==> src/rtl/mem_port_arbiter_if.sv <==
// Bundle of requester, memory and status signals around the shared memory port.
// slave modport is the arbiter's view; master modport is the hart/memory side.
// No logic lives here; timing is set entirely by mem_port_arbiter.
interface mem_port_arbiter_if;
  // instruction-fetch requester
  logic        i_if_req;
  logic [31:0] i_if_addr;
  logic        o_if_gnt;
  logic        o_if_rvalid;
  logic [31:0] o_if_rdata;
  // data (load/store) requester
  logic        i_dm_req;
  logic        i_dm_wen;
  logic [31:0] i_dm_addr;
  logic [31:0] i_dm_wdata;
  logic [3:0]  i_dm_mask;
  logic        o_dm_gnt;
  logic        o_dm_rvalid;
  logic [31:0] o_dm_rdata;
  // unified memory port
  logic        o_mem_req;
  logic        o_mem_wen;
  logic [31:0] o_mem_addr;
  logic [31:0] o_mem_wdata;
  logic [3:0]  o_mem_mask;
  logic        i_mem_gnt;
  logic        i_mem_rvalid;
  logic [31:0] i_mem_rdata;
  // status
  logic        o_busy;

  modport slave (
    input  i_if_req, i_if_addr,
    output o_if_gnt, o_if_rvalid, o_if_rdata,
    input  i_dm_req, i_dm_wen, i_dm_addr, i_dm_wdata, i_dm_mask,
    output o_dm_gnt, o_dm_rvalid, o_dm_rdata,
    output o_mem_req, o_mem_wen, o_mem_addr, o_mem_wdata, o_mem_mask,
    input  i_mem_gnt, i_mem_rvalid, i_mem_rdata,
    output o_busy
  );

  modport master (
    output i_if_req, i_if_addr,
    input  o_if_gnt, o_if_rvalid, o_if_rdata,
    output i_dm_req, i_dm_wen, i_dm_addr, i_dm_wdata, i_dm_mask,
    input  o_dm_gnt, o_dm_rvalid, o_dm_rdata,
    input  o_mem_req, o_mem_wen, o_mem_addr, o_mem_wdata, o_mem_mask,
    output i_mem_gnt, i_mem_rvalid, i_mem_rdata,
    input  o_busy
  );
endinterface

==> src/rtl/mem_port_arbiter.sv <==
// Shares one variable-latency memory port between fetch and data, data first, starvation-bounded.
// Latency: grant in cycle 0, o_mem_req cycle 1, requester rvalid one cycle after i_mem_rvalid (3 best case).
// Backpressure: one transaction outstanding; requesters hold req while busy, o_mem_* held until i_mem_gnt.
module mem_port_arbiter #(
  parameter int STARVE_LIMIT = 4
) (
  input logic               i_clk,
  input logic               i_rst,
  mem_port_arbiter_if.slave bus
);

  localparam int CNT_W = $clog2(STARVE_LIMIT + 1);

  typedef enum logic [1:0] {
    IDLE  = 2'd0,
    ISSUE = 2'd1,
    WAIT  = 2'd2
  } state_t;

  state_t           state, state_nxt;
  logic [CNT_W-1:0] cnt, cnt_nxt;
  logic             owner_dm;
  logic             if_gnt, dm_gnt;
  logic             starved;

  logic             mem_wen;
  logic [31:0]      mem_addr;
  logic [31:0]      mem_wdata;
  logic [3:0]       mem_mask;

  logic             if_rvalid, dm_rvalid;
  logic [31:0]      if_rdata, dm_rdata;

  // fetch has waited through STARVE_LIMIT data grants in a row
  assign starved = (cnt == CNT_W'(STARVE_LIMIT));

  // next state, one-hot grants and starvation counter update
  always_comb begin
    state_nxt = state;
    cnt_nxt   = cnt;
    if_gnt    = 1'b0;
    dm_gnt    = 1'b0;
    case (state)
      IDLE: begin
        if (bus.i_dm_req && !(bus.i_if_req && starved)) begin
          dm_gnt    = 1'b1;
          cnt_nxt   = bus.i_if_req ? cnt + CNT_W'(1) : '0;
          state_nxt = ISSUE;
        end else if (bus.i_if_req) begin
          if_gnt    = 1'b1;
          cnt_nxt   = '0;
          state_nxt = ISSUE;
        end
      end
      ISSUE: begin
        if (bus.i_mem_gnt) state_nxt = WAIT;
      end
      WAIT: begin
        if (bus.i_mem_rvalid) state_nxt = IDLE;
      end
      default: state_nxt = IDLE;
    endcase
  end

  // state and starvation counter registers
  always_ff @(posedge i_clk or posedge i_rst) begin
    if (i_rst) begin
      state <= IDLE;
      cnt   <= '0;
    end else begin
      state <= state_nxt;
      cnt   <= cnt_nxt;
    end
  end

  // capture the granted request into the memory-side registers and remember its owner
  always_ff @(posedge i_clk or posedge i_rst) begin
    if (i_rst) begin
      owner_dm  <= 1'b0;
      mem_wen   <= 1'b0;
      mem_addr  <= '0;
      mem_wdata <= '0;
      mem_mask  <= '0;
    end else if (dm_gnt) begin
      owner_dm  <= 1'b1;
      mem_wen   <= bus.i_dm_wen;
      mem_addr  <= {bus.i_dm_addr[31:2], 2'b00};
      mem_wdata <= bus.i_dm_wdata;
      mem_mask  <= bus.i_dm_mask;
    end else if (if_gnt) begin
      owner_dm  <= 1'b0;
      mem_wen   <= 1'b0;
      mem_addr  <= {bus.i_if_addr[31:2], 2'b00};
      mem_wdata <= '0;
      mem_mask  <= 4'b1111;
    end
  end

  // route the response to its owner as a one-cycle pulse; responses outside WAIT are dropped
  always_ff @(posedge i_clk or posedge i_rst) begin
    if (i_rst) begin
      if_rvalid <= 1'b0;
      dm_rvalid <= 1'b0;
      if_rdata  <= '0;
      dm_rdata  <= '0;
    end else begin
      if_rvalid <= 1'b0;
      dm_rvalid <= 1'b0;
      if (state == WAIT && bus.i_mem_rvalid) begin
        if (owner_dm) begin
          dm_rvalid <= 1'b1;
          dm_rdata  <= mem_wen ? 32'h0 : bus.i_mem_rdata;
        end else begin
          if_rvalid <= 1'b1;
          if_rdata  <= bus.i_mem_rdata;
        end
      end
    end
  end

  assign bus.o_if_gnt    = if_gnt;
  assign bus.o_dm_gnt    = dm_gnt;
  assign bus.o_if_rvalid = if_rvalid;
  assign bus.o_if_rdata  = if_rdata;
  assign bus.o_dm_rvalid = dm_rvalid;
  assign bus.o_dm_rdata  = dm_rdata;
  assign bus.o_mem_req   = (state == ISSUE);
  assign bus.o_mem_wen   = mem_wen;
  assign bus.o_mem_addr  = mem_addr;
  assign bus.o_mem_wdata = mem_wdata;
  assign bus.o_mem_mask  = mem_mask;
  assign bus.o_busy      = (state != IDLE);

endmodule
==> src/flat_wrapper.sv <==
// flat-port wrapper written by rule: the top's interface ports become plain ports
module mem_port_arbiter_flat 
#(
  parameter int STARVE_LIMIT = 4
)
  (i_clk, i_rst, bus_i_if_req, bus_i_if_addr, bus_o_if_gnt, bus_o_if_rvalid, bus_o_if_rdata, bus_i_dm_req, bus_i_dm_wen, bus_i_dm_addr, bus_i_dm_wdata, bus_i_dm_mask, bus_o_dm_gnt, bus_o_dm_rvalid, bus_o_dm_rdata, bus_o_mem_req, bus_o_mem_wen, bus_o_mem_addr, bus_o_mem_wdata, bus_o_mem_mask, bus_i_mem_gnt, bus_i_mem_rvalid, bus_i_mem_rdata, bus_o_busy);
  mem_port_arbiter_if bus_i ();
  input logic i_clk;
  input logic i_rst;
  input wire logic [$bits(bus_i.i_if_req)-1:0] bus_i_if_req;
  input wire logic [$bits(bus_i.i_if_addr)-1:0] bus_i_if_addr;
  output wire logic [$bits(bus_i.o_if_gnt)-1:0] bus_o_if_gnt;
  output wire logic [$bits(bus_i.o_if_rvalid)-1:0] bus_o_if_rvalid;
  output wire logic [$bits(bus_i.o_if_rdata)-1:0] bus_o_if_rdata;
  input wire logic [$bits(bus_i.i_dm_req)-1:0] bus_i_dm_req;
  input wire logic [$bits(bus_i.i_dm_wen)-1:0] bus_i_dm_wen;
  input wire logic [$bits(bus_i.i_dm_addr)-1:0] bus_i_dm_addr;
  input wire logic [$bits(bus_i.i_dm_wdata)-1:0] bus_i_dm_wdata;
  input wire logic [$bits(bus_i.i_dm_mask)-1:0] bus_i_dm_mask;
  output wire logic [$bits(bus_i.o_dm_gnt)-1:0] bus_o_dm_gnt;
  output wire logic [$bits(bus_i.o_dm_rvalid)-1:0] bus_o_dm_rvalid;
  output wire logic [$bits(bus_i.o_dm_rdata)-1:0] bus_o_dm_rdata;
  output wire logic [$bits(bus_i.o_mem_req)-1:0] bus_o_mem_req;
  output wire logic [$bits(bus_i.o_mem_wen)-1:0] bus_o_mem_wen;
  output wire logic [$bits(bus_i.o_mem_addr)-1:0] bus_o_mem_addr;
  output wire logic [$bits(bus_i.o_mem_wdata)-1:0] bus_o_mem_wdata;
  output wire logic [$bits(bus_i.o_mem_mask)-1:0] bus_o_mem_mask;
  input wire logic [$bits(bus_i.i_mem_gnt)-1:0] bus_i_mem_gnt;
  input wire logic [$bits(bus_i.i_mem_rvalid)-1:0] bus_i_mem_rvalid;
  input wire logic [$bits(bus_i.i_mem_rdata)-1:0] bus_i_mem_rdata;
  output wire logic [$bits(bus_i.o_busy)-1:0] bus_o_busy;
  assign bus_i.i_if_req = bus_i_if_req;
  assign bus_i.i_if_addr = bus_i_if_addr;
  assign bus_o_if_gnt = bus_i.o_if_gnt;
  assign bus_o_if_rvalid = bus_i.o_if_rvalid;
  assign bus_o_if_rdata = bus_i.o_if_rdata;
  assign bus_i.i_dm_req = bus_i_dm_req;
  assign bus_i.i_dm_wen = bus_i_dm_wen;
  assign bus_i.i_dm_addr = bus_i_dm_addr;
  assign bus_i.i_dm_wdata = bus_i_dm_wdata;
  assign bus_i.i_dm_mask = bus_i_dm_mask;
  assign bus_o_dm_gnt = bus_i.o_dm_gnt;
  assign bus_o_dm_rvalid = bus_i.o_dm_rvalid;
  assign bus_o_dm_rdata = bus_i.o_dm_rdata;
  assign bus_o_mem_req = bus_i.o_mem_req;
  assign bus_o_mem_wen = bus_i.o_mem_wen;
  assign bus_o_mem_addr = bus_i.o_mem_addr;
  assign bus_o_mem_wdata = bus_i.o_mem_wdata;
  assign bus_o_mem_mask = bus_i.o_mem_mask;
  assign bus_i.i_mem_gnt = bus_i_mem_gnt;
  assign bus_i.i_mem_rvalid = bus_i_mem_rvalid;
  assign bus_i.i_mem_rdata = bus_i_mem_rdata;
  assign bus_o_busy = bus_i.o_busy;
  mem_port_arbiter #(.STARVE_LIMIT(STARVE_LIMIT)) u_core (.i_clk(i_clk), .i_rst(i_rst), .bus(bus_i));
endmodule
==> config.mk <==
export PLATFORM = sky130hd
export DESIGN_NAME = mem_port_arbiter_flat
export DESIGN_NICKNAME = d
export VERILOG_FILES = /design/src/rtl/mem_port_arbiter_if.sv /design/src/rtl/mem_port_arbiter.sv /design/src/flat_wrapper.sv
export SDC_FILE = /design/constraint.sdc
export NUM_CORES = 1
export LEC_CHECK = 0
export CAP_MARGIN = 0
export CELL_PAD_IN_SITES_DETAIL_PLACEMENT = 0
export CELL_PAD_IN_SITES_GLOBAL_PLACEMENT = 1
export CORE_MARGIN = 2
export CORE_UTILIZATION = 30
export CTS_CLUSTER_DIAMETER = 60
export DETAILED_ROUTE_END_ITERATION = 6
export PLACE_DENSITY_LB_ADDON = 0.1
export SYNTH_ARGS = -nofsm -noshare
export SYNTH_HDL_FRONTEND = slang
export SYNTH_SLANG_ARGS = --single-unit
export TNS_END_PERCENT = 5
==> constraint.sdc <==
create_clock -name i_clk -period 7.7 [get_ports i_clk]
set_input_delay 2.31 -clock i_clk [delete_from_list [all_inputs] [get_ports i_clk]]
set_output_delay 2.31 -clock i_clk [all_outputs]
set_load 0.02 [all_outputs]
==> out/metrics.sh, run 1 <==
VIOLATIONS_IN_THE_FINAL_REPORTS='design-rule violations'
NUMBER_OF_GLOBAL_ROUTE_VIAS_BEFORE_REPAIR=4948
CLK_PIN_SLEW_WORST_PATHS_NS=0.06
FINAL_CRITICAL_PATH_SETUP_SLACK_NS=1.440
GRT_SETUP_UNREPAIRED='false'
CTS_MADE_BUFFERS=17
GRT_MAX_DEGREE=87
FIN_CELLS=1005
TOTAL_LEAKAGE_POWER_nW=4.217
DP_HPWL_MM=11.93
SYN2LAYOUT_AREA_GROWTH_PCT=61.27
WIRE_LENGTH_REPORTED_BY_THE_DETAILED_ROUTER_MM=17.14
VDD_DROP_MAX_V=0.0001570
DP_CELLS=973
SYNTHDOMINANTAREACELLTYPE='sky130_fd_sc_hd__dfrtp_1'
SYNTH_AREA_PER_CELL_UM2=11.53
REPORT.POWER.TOTAL_mW=3.763
SYNTH_LARGEST_TYPE_AREA_FRACTION=0.6131
GPL.FINAL_WEIGHTED_CONGESTION=0.7976
SW_FRAC=0.3653
CRITICAL_PATH.SLOWEST_CELL='sky130_fd_sc_hd__clkdlybuf4s50_1'
DRT_DRC_VIOLATIONS_LEFT=1
VIASPERCELL=4.615
P_COMB_FRAC=0.466
POST_CTS_HOLD_BUFFER_COUNT=0
CRIT_PATH_MAX_INCR_DELAY_NS=0.72
CP_MAX_FANOUT=6
P_SEQ_FRAC=0.325
WORST_SETUP_PATH_START_KIND='primary input'
DIEAREA_MM2=0.02003
SYNTHDISTINCTLIBCELLS=30
WORST_PIN_SLEW_NS=0.8061
FINAL-SETUP-VIOL-COUNT=0
ROOT_BUFFER='sky130_fd_sc_hd__clkbuf_16'
NUMCLOCKSINKS=139
SHARE_OF_LAYOUT_CELLS_ABOVE_DRIVE_STRENGTH_1=0.09598
POWER.DENSITY_mW_PER_MM2=411.3
ROWS=50
ANTENNA_FOUND_INITIAL=0
P_SW_mW=1.375
FMAX_GHz=0.1598
CRITICAL_PATH.CELL_CHAIN='clkdlybuf4s50_1 > inv_1 > a211oi_4 > clkdlybuf4s50_1'
SYN_INST_COUNT=492
CLOCK_SKEW_NS=0.008648
POWER_REPORT.INTERNAL_TOTAL_mW=2.389
ANTENNA_LEFT=0
CRITICAL-PATH-TOP-CELL-BY-COUNT='sky130_fd_sc_hd__clkdlybuf4s50_1'
CLOCK_POWER_SHARE=0.208
POST_SYNTHESIS_CELL_AREA_MM2=0.005673
VIA_COUNT=4638
MOST-COMMON-LAYOUT-CELLS='271 x sky130_fd_sc_hd__clkdlybuf4s50_1, 139 x sky130_fd_sc_hd__dfrtp_1, 97 x sky130_fd_sc_hd__inv_1, 37 x sky130_fd_sc_hd__nand2_1, 34 x sky130_fd_sc_hd__nand2b_1'
CTS_MAX_PATH_BUFFERS=2
COMMONEST_NON_FILL_NON_TAP_CELL_IN_THE_LAYOUT='sky130_fd_sc_hd__clkdlybuf4s50_1'
DRV_SLEW=0
SYNTH_WARNINGS=0
CTS_RESIZED=0
BUFFER_PORTS.INSERTED=271
HOLDCRITPATHCLASS='flip-flop to flip-flop'
NUMBER_OF_LOGIC_STAGES_ON_THE_CRITICAL_PATH_INCLUDING_BUFFERING=4
TIMING.CRITICAL_PATH.REQUIRED_NS=5.39
WORST-R2R-CELL-COUNT=4
NUMBER_OF_LEVELS_THE_H_TREE_WAS_SPLIT_INTO=4
GRT_FIRST_PASS_WIRELENGTH_MM=26.59
FP.DIEH_UM=141.5
COUNT_OF_ANTENNA_DIODES_IN_THE_LAYOUT=0
DETAILEDROUTE.FIRSTITERATIONVIOLATIONS=266
GRT_OVERFLOW=0
CTS.REPAIR_TIMING.SETUP_BUFFER_COUNT=0
CP_TOP_FAMILY='buffers and inverters'
POST-PLACE-WS_NS=1.415
WORSTPATHBUFFERINVERTERCOUNT=3
WORST_SKEW_PAIR.LATE_LATENCY_NS=0.41
TIMING_WORST_SETUP_PATH_TYPE='primary input to output pin'
SYNTH_SEQ_AREA_SHARE=0.6131
FINALHOLDVIOLCOUNT=0
IOS=278
FP.DIEW_UM=141.5
CP.ARRIVAL_NS=3.95
STATUS='complete, but fails checks'
CTS_TREE='built'
DETAIL_ROUTE.WL_PER_CELL_UM=17.05
FINISH.NET_COUNT=899
POST_SYNTH_MAIN_AREA_CONTRIBUTORS='sky130_fd_sc_hd__dfrtp_1 61%, sky130_fd_sc_hd__inv_1 6.5%, sky130_fd_sc_hd__mux2_2 6.4%'
HOLDWS_NS=0.4797
CAP_VIOL_MAX_COUNT=0
SLEW_HEADROOM=0.4626
LAYOUT_WORST_PATH_CYCLE_SHARE=0.8129
INITIAL_UTILIZATION=0.3043
TNS_NS=0
LAYOUT_MIN_CYCLE_TIME_NS=6.260
GR-USAGE-ALL-LAYERS=0.1724
YS_FF_LATCH=139
CRITPATHCAPTURETYPE='output pin'
DRT_FIRST_PASS_ITERS=7
CORE_AREA_MM2=0.01864
WHS_PATH_DEPTH=2
-- Yosys cell counts (all sizes together) --
| master | instances |
|---|---|
| ha | 2 |
| a211oi | 1 |
| nand2b | 34 |
| nor2 | 3 |
| inv | 99 |
| nand2 | 37 |
| a31oi | 1 |
| a222oi | 30 |
| nand4b | 1 |
| a21o | 1 |
| o22ai | 2 |
| a22o | 33 |
| nor3b | 2 |
| dfrtp | 139 |
| mux2 | 32 |
| o32ai | 1 |
| o21ai | 35 |
| conb | 1 |
| clkbuf | 13 |
| o22a | 4 |
| buf | 19 |
| nand3 | 2 |
-- flip-flops by register name (all words and copies together) (netlist names) --
| signal | count |
|---|---|
| u_core.cnt | 3 |
| u_core.bus.o_dm_rdata | 32 |
| u_core.bus.o_if_rvalid | 1 |
| u_core.bus.o_mem_addr | 30 |
| u_core.bus.o_mem_wdata | 32 |
| u_core.bus.o_if_rdata | 32 |
| u_core.bus.o_mem_wen | 1 |
| u_core.state | 2 |
| u_core.owner_dm | 1 |
| u_core.bus.o_dm_rvalid | 1 |
| u_core.bus.o_mem_mask | 4 |
-- final cells by class --
cell class / count / area [µm²]
clock buffer: 21 / 440.4
clock inverter: 11 / 121.4
fill: 1683 / 9494
inverter: 99 / 376.6
multi-input combinational: 223 / 1674
sequential: 139 / 3478
tap: 234 / 292.8
timing repair buffer: 278 / 2765
-- worst reg2reg max path, stage by stage (launching register included) --
cell	delay, ns
sky130_fd_sc_hd__dfrtp_1	0.40
sky130_fd_sc_hd__nand2b_1	0.20
sky130_fd_sc_hd__nor3b_4	0.67
sky130_fd_sc_hd__buf_4	0.43
sky130_fd_sc_hd__mux2_2	0.38
-- cells by family (layout without fill, tap and decap cells) --
| logic type | count (synthesis) | in the layout | share of synthesized area |
|---|---|---|---|
| other | 1 | 2 | 0.0006610 |
| DFF | 139 | 139 | 0.6131 |
| AOI/OAI and AO/OA | 108 | 108 | 0.1493 |
| and+or+nand+nor | 79 | 79 | 0.07322 |
| muxes | 32 | 32 | 0.06352 |
| adders and majority gates | 2 | 2 | 0.004410 |
| buffers and inverters | 131 | 409 | 0.09572 |
-- worst paths after layout --
check	start	to	slack, ns
setup / recovery	bus_i_if_req	bus_o_if_gnt	1.44
hold / removal	u_core.bus.o_dm_rdata[22]	u_core.bus.o_dm_rdata[22]	0.48
setup reg to reg	u_core.state[0]	u_core.bus.o_if_rdata[29]	5.50
hold reg to reg	u_core.bus.o_dm_rdata[22]	u_core.bus.o_dm_rdata[22]	0.48
max in group asynchronous	i_rst	u_core.bus.o_mem_addr[22]	3.97
min in group asynchronous	i_rst	u_core.bus.o_if_rdata[19]	2.41
-- metal layers --
| metal | wire [µm] | vias to the layer above | GRT usage |
|---|---|---|---|
| met5 | 0 | - | 0 |
| met4 | 414 | 0 | 0.07158 |
| met3 | 1681 | 26 | 0.07121 |
| met2 | 8060 | 203 | 0.2839 |
| met1 | 6983 | 2228 | 0.1994 |
| li1 | - | 2181 | - |
-- stage by stage --
stage	utilization	cell area [µm²]
after floorplan	-	5677
after global placement	0.4606	8587
after detailed placement	0.4606	8587
after CTS	0.4907	9149
after global routing	0.4907	9149
final	0.4907	9149
-- power by group through the flow --
stage	Sequential [mW]	Combinational (mW)	Clock [mW]
floorplan	1.59	0.545	0
global placement	1.22	1.76	0
detailed placement	1.23	1.78	0
CTS	1.23	1.78	0.810
global route	1.27	1.88	0.840
finish	1.22	1.75	0.784
Note: power is estimated with default switching activity, not from simulation.
==> run 2: changes to the inputs <==
Clock period 7.7 ns to 5.9 ns, I/O delays scaled along.
==> run 2 against run 1 <==
Net effect:
- the flow now finishes without violations
- hold slack lost 0.0036 ns
- wire length fell by 0.76%
- global-route usage about the same
- sequential share of layout area is 0.12 points lower
- clock-buffer cell count decreased by 1
- clock power up 33%
- die area is the same
- non-clock buffer count is 2 higher
- first-iteration DRC count down 21%
- core utilization up 0.16 points
- final area rose by 0.33%
- critical endpoint is now bus_o_dm_gnt
- highest routed layer unchanged
==> out/metrics.sh, run 2 (same netlist as run 1, synthesis figures left out) <==
WORST_SETUP_PATH_START_KIND='primary input'
TOTAL_LEAKAGE_POWER_nW=4.234
CTS_TREE='built'
CLOCK_SKEW_NS=0.005785
CTS_MADE_BUFFERS=17
CRIT_PATH_MAX_INCR_DELAY_NS=0.68
DRT_FIRST_PASS_ITERS=7
COUNT_OF_ANTENNA_DIODES_IN_THE_LAYOUT=0
LAYOUT_MIN_CYCLE_TIME_NS=5.203
FINALHOLDVIOLCOUNT=0
TIMING_WORST_SETUP_PATH_TYPE='primary input to output pin'
GRT_FIRST_PASS_WIRELENGTH_MM=26.51
DRV_SLEW=0
DRT_DRC_VIOLATIONS_LEFT=0
GR-USAGE-ALL-LAYERS=0.1720
CRITICAL_PATH.SLOWEST_CELL='sky130_fd_sc_hd__clkdlybuf4s50_1'
CAP_VIOL_MAX_COUNT=0
CTS_MAX_PATH_BUFFERS=2
MIN_TO='u_core.bus.o_dm_rdata[0]'
GRT-BUSIEST-LAYER='met2'
GRT_MAX_DEGREE=78
DETAILEDROUTE.FIRSTITERATIONVIOLATIONS=210
WORST_PIN_SLEW_NS=0.7749
POST_CTS_HOLD_BUFFER_COUNT=0
GRT_OVERFLOW=0
FINALCOREUTILIZATION=0.4923
REGTOREGSETUPSLACK_NS=3.71
NUMBER_OF_GLOBAL_ROUTE_VIAS_BEFORE_REPAIR=4913
FINAL-SETUP-VIOL-COUNT=0
MOST-COMMON-LAYOUT-CELLS='271 x sky130_fd_sc_hd__clkdlybuf4s50_1, 139 x sky130_fd_sc_hd__dfrtp_1, 97 x sky130_fd_sc_hd__inv_1, 37 x sky130_fd_sc_hd__nand2_1, 34 x sky130_fd_sc_hd__nand2b_1'
GLOBAL_ROUTE.USAGE.MET2=0.2701
CTS.REPAIR_TIMING.SETUP_BUFFER_COUNT=0
HP-START='u_core.bus.o_dm_rdata[0]'
CRITICAL_PATH.CELL_CHAIN='clkdlybuf4s50_1 > nand3_2 > inv_2 > clkdlybuf4s50_1'
WORST-R2R-CELL-COUNT=4
DIEAREA_MM2=0.02003
GRT.MET3_USAGE=0.08437
CLK_PIN_SLEW_WORST_PATHS_NS=0.06
NUMCLOCKSINKS=139
NUMBER_OF_LEVELS_THE_H_TREE_WAS_SPLIT_INTO=4
ROWS=50
GRT_SETUP_UNREPAIRED='false'
SHARE_OF_LAYOUT_CELLS_ABOVE_DRIVE_STRENGTH_1=0.1010
FMAX_GHz=0.1922
HOLDCRITPATHCLASS='flip-flop to flip-flop'
WORST_SKEW_PAIR.LATE_LATENCY_NS=0.41
SYN2LAYOUT_AREA_GROWTH_PCT=61.80
COMMONEST_NON_FILL_NON_TAP_CELL_IN_THE_LAYOUT='sky130_fd_sc_hd__clkdlybuf4s50_1'
FP.DIEW_UM=141.5
CTS_RESIZED=0
VIASPERCELL=4.651
CP_MAX_FANOUT=6
CORE_AREA_MM2=0.01864
IOS=278
ANTENNA_FOUND_INITIAL=0
ANTENNA_LEFT=0
FINISH.NET_COUNT=901
FINAL_CRITICAL_PATH_SETUP_SLACK_NS=0.6966
CRITICAL-PATH-TOP-CELL-BY-COUNT='sky130_fd_sc_hd__clkdlybuf4s50_1'
MET1_LAYER_USAGE_REPORTED_BY_GLOBAL_ROUTE=0.2013
BUFFER_PORTS.INSERTED=271
LAYOUT_WORST_PATH_CYCLE_SHARE=0.8819
DETAIL_ROUTE.WL_PER_CELL_UM=16.91
REGTOREGENDPOINT='u_core.bus.o_if_rdata[10]'
INITIAL_UTILIZATION=0.3043
POWER.DENSITY_mW_PER_MM2=536.7
SLEW_HEADROOM=0.4815
VDD_DROP_MAX_V=0.0002560
POST-PLACE-WS_NS=0.6862
WIRE_LENGTH_REPORTED_BY_THE_DETAILED_ROUTER_MM=17.01
POSTPLACECELLAREA_MM2=0.008602
REG2REG_FROM='u_core.state[0]'
DP_HPWL_MM=12.31
CP.ARRIVAL_NS=3.43
TIMING.CRITICAL_PATH.REQUIRED_NS=4.13
TNS_NS=0
GPL.FINAL_WEIGHTED_CONGESTION=0.7962
STATUS='finished, final reports clean'
CRITPATHCAPTURETYPE='output pin'
DESIGN_AREA_MM2=0.009179
FP.DIEH_UM=141.5
ROOT_BUFFER='sky130_fd_sc_hd__clkbuf_16'
VIA_COUNT=4679
WHS_PATH_DEPTH=2
run 2: report_power, final:
part | leakage (nW) | switching [mW] | internal (mW)
registers | 1.70 | 0.227 | 1.37
clock network | 0.278 | 0.395 | 0.641
logic | 2.25 | 1.16 | 1.13
run 2: how the worst max path moves through the flow:
stage,endpoint,startpoint
floorplan,u_core.bus.o_dm_rdata[0],i_rst
global placement,bus_o_dm_gnt,bus_i_dm_req
detailed placement,bus_o_dm_gnt,bus_i_dm_req
CTS,bus_o_dm_gnt,bus_i_dm_req
global route,bus_o_dm_gnt,bus_i_if_req
finish,bus_o_dm_gnt,bus_i_dm_req
run 2: routing by layer:
| layer | routed length (µm) | part of all wire | vias up |
|---|---|---|---|
| li1 | - | - | 2180 |
| met2 | 7996 | 0.47 | 205 |
| met5 | 0 | 0 | - |
| met4 | 538 | 0.032 | 0 |
| met3 | 1789 | 0.11 | 31 |
| met1 | 6684 | 0.39 | 2263 |
run 2: layout make-up:
type | count | area [µm²]
fill | 1672 | 9464
sequential | 139 | 3478
timing repair buffer | 280 | 2780
multi-input combinational | 223 | 1674
clock buffer | 20 | 456.7
inverter | 99 | 376.6
tap | 234 | 292.8
clock inverter | 11 | 120.1
run 2: per-stage QoR:
step	total power, mW	std cells	hold WS (ns)
after global placement	3.897	975	0.4639
final	4.927	1006	0.4761
after global routing	5.215	1006	0.5088
after detailed placement	3.935	975	0.4706
after floorplan	2.783	493	0.5044
after CTS	5.004	1006	0.4831
run 2: critical path: cells and delay by family:
kind	cells	cell delay (ns)
buffers and inverters	3	1.45
AND/OR/NAND/NOR	1	0.21
==> run 3: changes to the inputs <==
Settings changed: CTS_CLUSTER_DIAMETER 60 to 200.
==> results of run 3 <==
Same layout as run 2: the final DEF is identical, and so are final timing and power.
